==> config.mk <==
export PLATFORM = sky130hd
export DESIGN_NAME = square_root_datapath
export DESIGN_NICKNAME = d
export VERILOG_FILES = /design/src/rtl/square_root_datapath.sv
export SDC_FILE = /design/constraint.sdc
export NUM_CORES = 1
export LEC_CHECK = 0
export BUFFER_PORTS_ARGS = -buffer_cell sky130_fd_sc_hd__clkbuf_2
export CAP_MARGIN = 20
export CORE_ASPECT_RATIO = 0.9
export CORE_MARGIN = 5
export CORE_UTILIZATION = 50
export CTS_CLUSTER_SIZE = 20
export DETAILED_ROUTE_END_ITERATION = 10
export GPL_TIMING_DRIVEN = 0
export PLACE_DENSITY = 0.68
export SLEW_MARGIN = 0
export SYNTH_ARGS = -nofsm -noshare
export SYNTH_HDL_FRONTEND = slang
export SYNTH_SLANG_ARGS = --single-unit
==> constraint.sdc <==
create_clock -name clk -period 7 [get_ports clk]
set_clock_uncertainty 0.2 [all_clocks]
set_input_delay 1.05 -clock clk [delete_from_list [all_inputs] [get_ports clk]]
set_output_delay 1.05 -clock clk [all_outputs]
set_load 0.01 [all_outputs]
==> src/rtl/square_root_datapath.sv <==
// Iterative restoring integer square root, one root bit per clock.
// Driven by the square-root control FSM through its 2-bit state code; returns the
// iteration count k so the FSM knows when to leave LOOP.
// Optional feature: define SQRT_ROUND_EN to round root_o to nearest (saturating);
// remainder_o always carries the floor remainder.
module square_root_datapath #(
    parameter int N  = 16,
    parameter int KW = $clog2(N + 1)
) (
    input  logic            clk,
    input  logic            rst_,
    input  logic [1:0]      state,
    input  logic [2*N-1:0]  radicand_i,
    output logic [KW-1:0]   k,
    output logic [N-1:0]    root_o,
    output logic [N:0]      remainder_o,
    output logic            valid_o,
    output logic            busy_o
);

    typedef enum logic [1:0] {
        ST_IDLE  = 2'b00,
        ST_START = 2'b01,
        ST_LOOP  = 2'b10,
        ST_DONE  = 2'b11
    } state_t;

    localparam logic [KW-1:0] K_N   = KW'(N);
    localparam logic [KW-1:0] K_ONE = KW'(1);

    state_t          st;
    logic [2*N-1:0]  rad;
    logic [N+1:0]    rem;
    logic [N-1:0]    root;

    logic [N+1:0]    rem_s;
    logic [N+1:0]    trial;
    logic [N+1:0]    diff;
    logic            fits;
    logic [N-1:0]    final_root;

    // rem never exceeds 2*root, so its top bit only matters to the N+2-bit arithmetic
    logic            unused_rem_msb;
    assign unused_rem_msb = rem[N+1];

    assign st = state_t'(state);

`ifdef SQRT_ROUND_EN
    localparam logic [N-1:0] ROOT_ONE = N'(1);

    // Round to nearest: rem > root means radicand is past (root + 0.5)^2; saturate at all-ones
    function automatic logic [N-1:0] round_root(input logic [N-1:0] r, input logic [N+1:0] rm);
        if ((rm > {2'b00, r}) && (r != '1))
            return r + ROOT_ONE;
        return r;
    endfunction
`endif

    // Trial subtraction for the current root bit and the value presented to root_o at DONE
    always_comb begin
        rem_s = {rem[N-1:0], rad[2*N-1:2*N-2]};
        trial = {root, 2'b01};
        diff  = rem_s - trial;
        fits  = (rem_s >= trial);
`ifdef SQRT_ROUND_EN
        final_root = round_root(root, rem);
`else
        final_root = root;
`endif
    end

    // Iteration registers, iteration counter and result registers
    always_ff @(posedge clk) begin
        if (rst_) begin
            rad         <= '0;
            rem         <= '0;
            root        <= '0;
            k           <= '0;
            root_o      <= '0;
            remainder_o <= '0;
        end else begin
            case (st)
                ST_START: begin
                    rad  <= radicand_i;
                    rem  <= '0;
                    root <= '0;
                    k    <= '0;
                end
                ST_LOOP: begin
                    if (k < K_N) begin
                        rem  <= fits ? diff : rem_s;
                        root <= {root[N-2:0], fits};
                        rad  <= rad << 2;
                        k    <= k + K_ONE;
                    end
                end
                ST_DONE: begin
                    root_o      <= final_root;
                    remainder_o <= rem[N:0];
                end
                default: begin
                end
            endcase
        end
    end

    // Status flags: one-cycle valid after DONE, busy follows START/LOOP by one cycle
    always_ff @(posedge clk) begin
        if (rst_) begin
            valid_o <= 1'b0;
            busy_o  <= 1'b0;
        end else begin
            valid_o <= (st == ST_DONE);
            busy_o  <= (st == ST_START) || (st == ST_LOOP);
        end
    end

endmodule

== Yosys cells after proc, flatten, opt, wreduce, memory -nomap -nowiden ==
Index checks and enable logic that the tools add are counted.
Cells by class
  $add $sub $neg: 2
  order comparisons: 2
  mux-type cells: 9
  eq/ne operators: 4
  reduce and logical (&&, ||, !) cells: 3
Operators with widths (number)
  one-hot mux 32 bit (2 select lines): 1
  two-way mux 17 bit: 2
  one-hot mux 17 bit (2 select lines): 1
  two-way mux 32 bit: 1
  one-hot mux 16 bit (2 select lines): 1
  greater-or-equal comparator 18 bit: 1
  subtractor 17 bit: 1
  two-way mux 16 bit: 1
  one-hot mux 5 bit (2 select lines): 1
  adder 5 x 1 -> 5 bit (second input constant): 1
  less-than comparator 5 bit (second input constant): 1
  two-way mux 5 bit: 1
  equality test 2 bit (second input constant): 2
  equality test 2 x 1 -> 1 bit (second input constant): 1
  != test 2 bit (second input constant): 1
  AND reduction 2 bit: 1
  nonzero test 2 bit: 1
  logical OR 1 bit: 1
Word-level totals
  register bits: 105
  word-level logic and storage cells: 28
  output and inout port bits: 40

== Logic depth before layout (Yosys ltp) ==
  depth in word-level cells: 4
  depth in mapped cells: 10
  mapped depth without buffers: 8

== Worst setup path before layout ==
No wires, ideal clock.
  kind: input to register
  start: input port state[0]
  end: register rem[5]
  stages: 10
  setup slack: 4259 ps
  arrival: 2462 ps
  data required time: 6721 ps
  buffers on the path: 3
  cells stage by stage: inv_1 ha_1 buf_2 nor2b_1 or2_2 buf_2 nor2_4 buf_2 nand2_1 o211ai_1
On the way
  cells in the longest elaborated chain, start to end: 3
Ends and longest elaborated chain
  start, declared: line 12  | input logic [1:0] state,
  equality test 2 bit or equality test 2 x 1 -> 1 bit (tied branches): line 82  | case (st)
  != test 2 bit (no source line) or nonzero test 2 bit (tied branches)
  AND reduction 2 bit (no source line)
  end signal, assigned: line 91  | rem <= fits ? diff : rem_s;
  end, declared: line 33  | logic [N+1:0] rem;
Parallel ways exist; a longest one is shown, timed or not.
A chain may end at the register's enable or synchronous reset.

== Worst setup path in the final report ==
  start: input port state[0]
  end: register rem[15]
The elaborated chain is that of the path after synthesis.

==> results.json <==
{
  "run_status": "finished clean",
  "die_y_microns": 107,
  "totalNegativeSetupSlack_ps": 0,
  "regArea_sq_um": 2100,
  "ant_nets": 0,
  "post_cts_buffers": 0,
  "rsz0062_at_grt": "no",
  "cts_sinks": 105,
  "vias": 4571,
  "peakVddDrop_mv": 0.331,
  "seqPwrFrac_pct": 28.6,
  "h-tree-depth": 3,
  "max_freq_mhz": 348,
  "grt-ovfl-total": 0,
  "worstSetupStartpointType": "primary input",
  "ios": 76,
  "cp_top_family": "buffers and inverters",
  "die-area_sq_um": 12600,
  "drive_above_1_share_pct": 17.5,
  "grt_use_total_pct": 20.9,
  "crit_top_cell": "buf_2",
  "synth.distinct_cells": 58,
  "cap_violations": 0,
  "critical-path-max-stage-delay_ps": 290,
  "yosysSeqAreaShare_pct": 40.2,
  "finalPower_w": 0.00248,
  "cp_data_arrival_time_ps": 2930,
  "grt_pass1_wl_microns": 22000,
  "hp-class": "flip-flop to flip-flop",
  "num-fill-cells": 954,
  "clk_pin_slew_ps": 70,
  "grt_pass1_vias": 4501,
  "p_per_area_nw_per_um2": 408,
  "hold_buffers": 0,
  "dpl.hpwl_microns": 9870,
  "crit_path_end_kind": "flip-flop",
  "synth_top_family_by_area": "compound AO/OA/AOI/OAI gates",
  "pwr-share-clk_pct": 21.2,
  "fin_hold_ws_ps": 294,
  "floorplan.initialDensity_pct": 51.1,
  "synth.area.top_cells": "dfxtp_1 40%, mux2i_1 12%, nor2_1 7.5%",
  "synth-xor-area-share_pct": 1.34,
  "first_pass_iters": 5,
  "antenna_found_initial": 0,
  "dpl_cell_area_sq_um": 5770,
  "cts_resized": 0,
  "slew_violations": 0,
  "crit_fanout": 10,
  "post-place-ws_ps": 3790,
  "fin_nets": 732,
  "fin_crit_sh_pct": 41.1,
  "power_frac_comb_pct": 50.3,
  "ys_ff_latch": 105,
  "worst_slew_pin_slew_ps": 725,
  "ys.flop_type": "dfxtp_1",
  "required_ps": 7060,
  "synth_cells": 589,
  "p_leak_nw": 2.47,
  "drt_iter0_drc": 306,
  "path_class": "primary input to flip-flop",
  "grt_max_degree": 20,
  "synth_compound_area_share_pct": 20.5,
  "drc": 0,
  "synth_edf_count": 0,
  "stdcell_area_sq_um": 6080,
  "slowest_stage": "or2_2",
  "globalplace.congestion": 0.862,
  "max_slew_margin_pct": 51.7,
  "ys_warn_count": 0,
  "syn_to_final_growth_pct": 16.1,
  "antenna_cells": 0,
  "root_buffer": "clkbuf_16",
  "viasPerCell": 5.66,
  "syn-num-nets": 647,
  "syn_area_sq_um": 5240,
  "worstPathCellList": "clkbuf_2, inv_1, ha_1, buf_2, nor2b_1, or2_2, buf_2, nor2_4, buf_2, nand2_1, o211ai_1",
  "multiInputGateArea_sq_um": 2860,
  "setup_viol": 0,
  "cts-buffers-inserted": 9,
  "avgRoutedWirePerCell_microns": 16.2,
  "yosys.area_share.adder_pct": 5.26,
  "syn_area_per_cell_sq_um": 8.89,
  "synth_area_leader_cell": "dfxtp_1",
  "swShare_pct": 41.9,
  "worst-path-buf-inv": 5,
  "internal_power_w": 0.00144,
  "clk_latency_ps": 350,
  "ys_async_sr_fraction_pct": 0,
  "cts_tree": "yes",
  "port_buffers": 74,
  "synth_top_cell_area_share_pct": 40.2,
  "setup_slack_ps": 4130,
  "rows": 35,
  "fp.dieW_microns": 118,
  "hold_violations": 0,
  "min_period_ps": 2870,
  "core_area_sq_um": 10200,
  "p_switching_w": 0.00104,
  "wl_microns": 13100,
  "clk_path_buf_depth": 2,
  "muxShareOfSynthArea_pct": 12.0,
  "synth-simple-area-share_pct": 15.4
}
## routing by layer
layer / vias up / wire length, microns / track usage [%] / part of all wire, %
met2: 106 / 6320 / 35.7 / 48
met4: 0 / 250 / 6.47 / 1.9
met5: - / 0 / 0 / 0
met3: 21 / 715 / 4.48 / 5.5
li1: 2283 / - / - / -
met1: 2161 / 5810 / 26.6 / 44
## cells in the mapped netlist (6+ instances only)
cell type,number
dfxtp_1,105
nor2_1,104
mux2i_1,63
nand2_1,33
a211oi_1,32
inv_1,24
ha_1,22
o211ai_1,21
a22oi_1,18
o21ai_0,16
a21oi_1,15
clkbuf_1,15
buf_2,12
buf_1,8
o21ai_1,7
or3_1,7
xnor2_1,7
o21a_1,6
## power by group through the flow
stage	combinational, W	sequential, W	clock [W]
3_3_place_gp	0.00121	0.000722	0
5_1_grt	0.00137	0.000718	0.000562
6_report	0.00125	0.000709	0.000526
4_1_cts	0.00123	0.000709	0.000537
3_5_place_dp	0.00122	0.000723	0
2_1_floorplan	0.000962	0.000707	0
## layout by cell type, fill, tap and decap left out, types with 15 or more instances in the layout
cell type | synthesis | layout
dfxtp_1 | 105 | 105
nor2_1 | 104 | 104
clkbuf_2 | 0 | 74
mux2i_1 | 63 | 63
nand2_1 | 33 | 33
a211oi_1 | 32 | 32
inv_1 | 24 | 24
ha_1 | 22 | 22
o211ai_1 | 21 | 21
a22oi_1 | 18 | 18
o21ai_0 | 16 | 16
clkbuf_1 | 15 | 15
a21oi_1 | 15 | 15
## worst reg2reg max path, cell delays in order, from the launching register on
cell,delay [ps]
dfxtp_1,380
inv_1,70
ha_1,270
buf_4,170
a21oi_1,270
o21ai_1,160
nor2_1,260
o21ba_1,160
buf_4,180
nand3_1,110
a32o_1,250
## sequential cells by signal, indices dropped and copies added (netlist names)
| signal | count |
|---|---|
| final_root | 16 |
| rem | 17 |
| k | 5 |
| remainder_o | 17 |
| rad | 32 |
| busy_o | 1 |
| valid_o | 1 |
| root_o | 16 |
## path summary, 6_finish.rpt
path / startpoint / endpoint / slack (ps) / cells past startpoint
setup / recovery: state[0] / rem[15] / 4130 / 11
hold / removal: root_o[6] / root_o[6] / 290 / 2
setup reg to reg: final_root[11] / rem[1] / 4430 / 10
hold reg to reg: root_o[6] / root_o[6] / 290 / 2
## through the flow
step / instances / util (%)
floorplan: 589 / -
global placement: 792 / 56.3
detailed placement: 792 / 56.3
CTS: 808 / 59.3
global route: 808 / 59.3
finish: 808 / 59.3
## kinds of logic after synthesis
group	after synthesis
buffers and inverters	64
adders and majority gates	22
xor gates and xnor gates	8
DFF	105
muxes	63
AOI/OAI and AO/OA	146
and+or+nand+nor	181
## area by class of cell
cell class              count  area share (%)
clock buffers               9            3.71
repair buffers             74            6.09
inverters                  24            1.48
flip-flops and latches    105            34.6
clock inverters             7            1.42
plain buffers              40            3.09
multi-input cells         420            47.0
well taps                 129            2.66
Note: power is estimated with default switching activity, not from simulation.
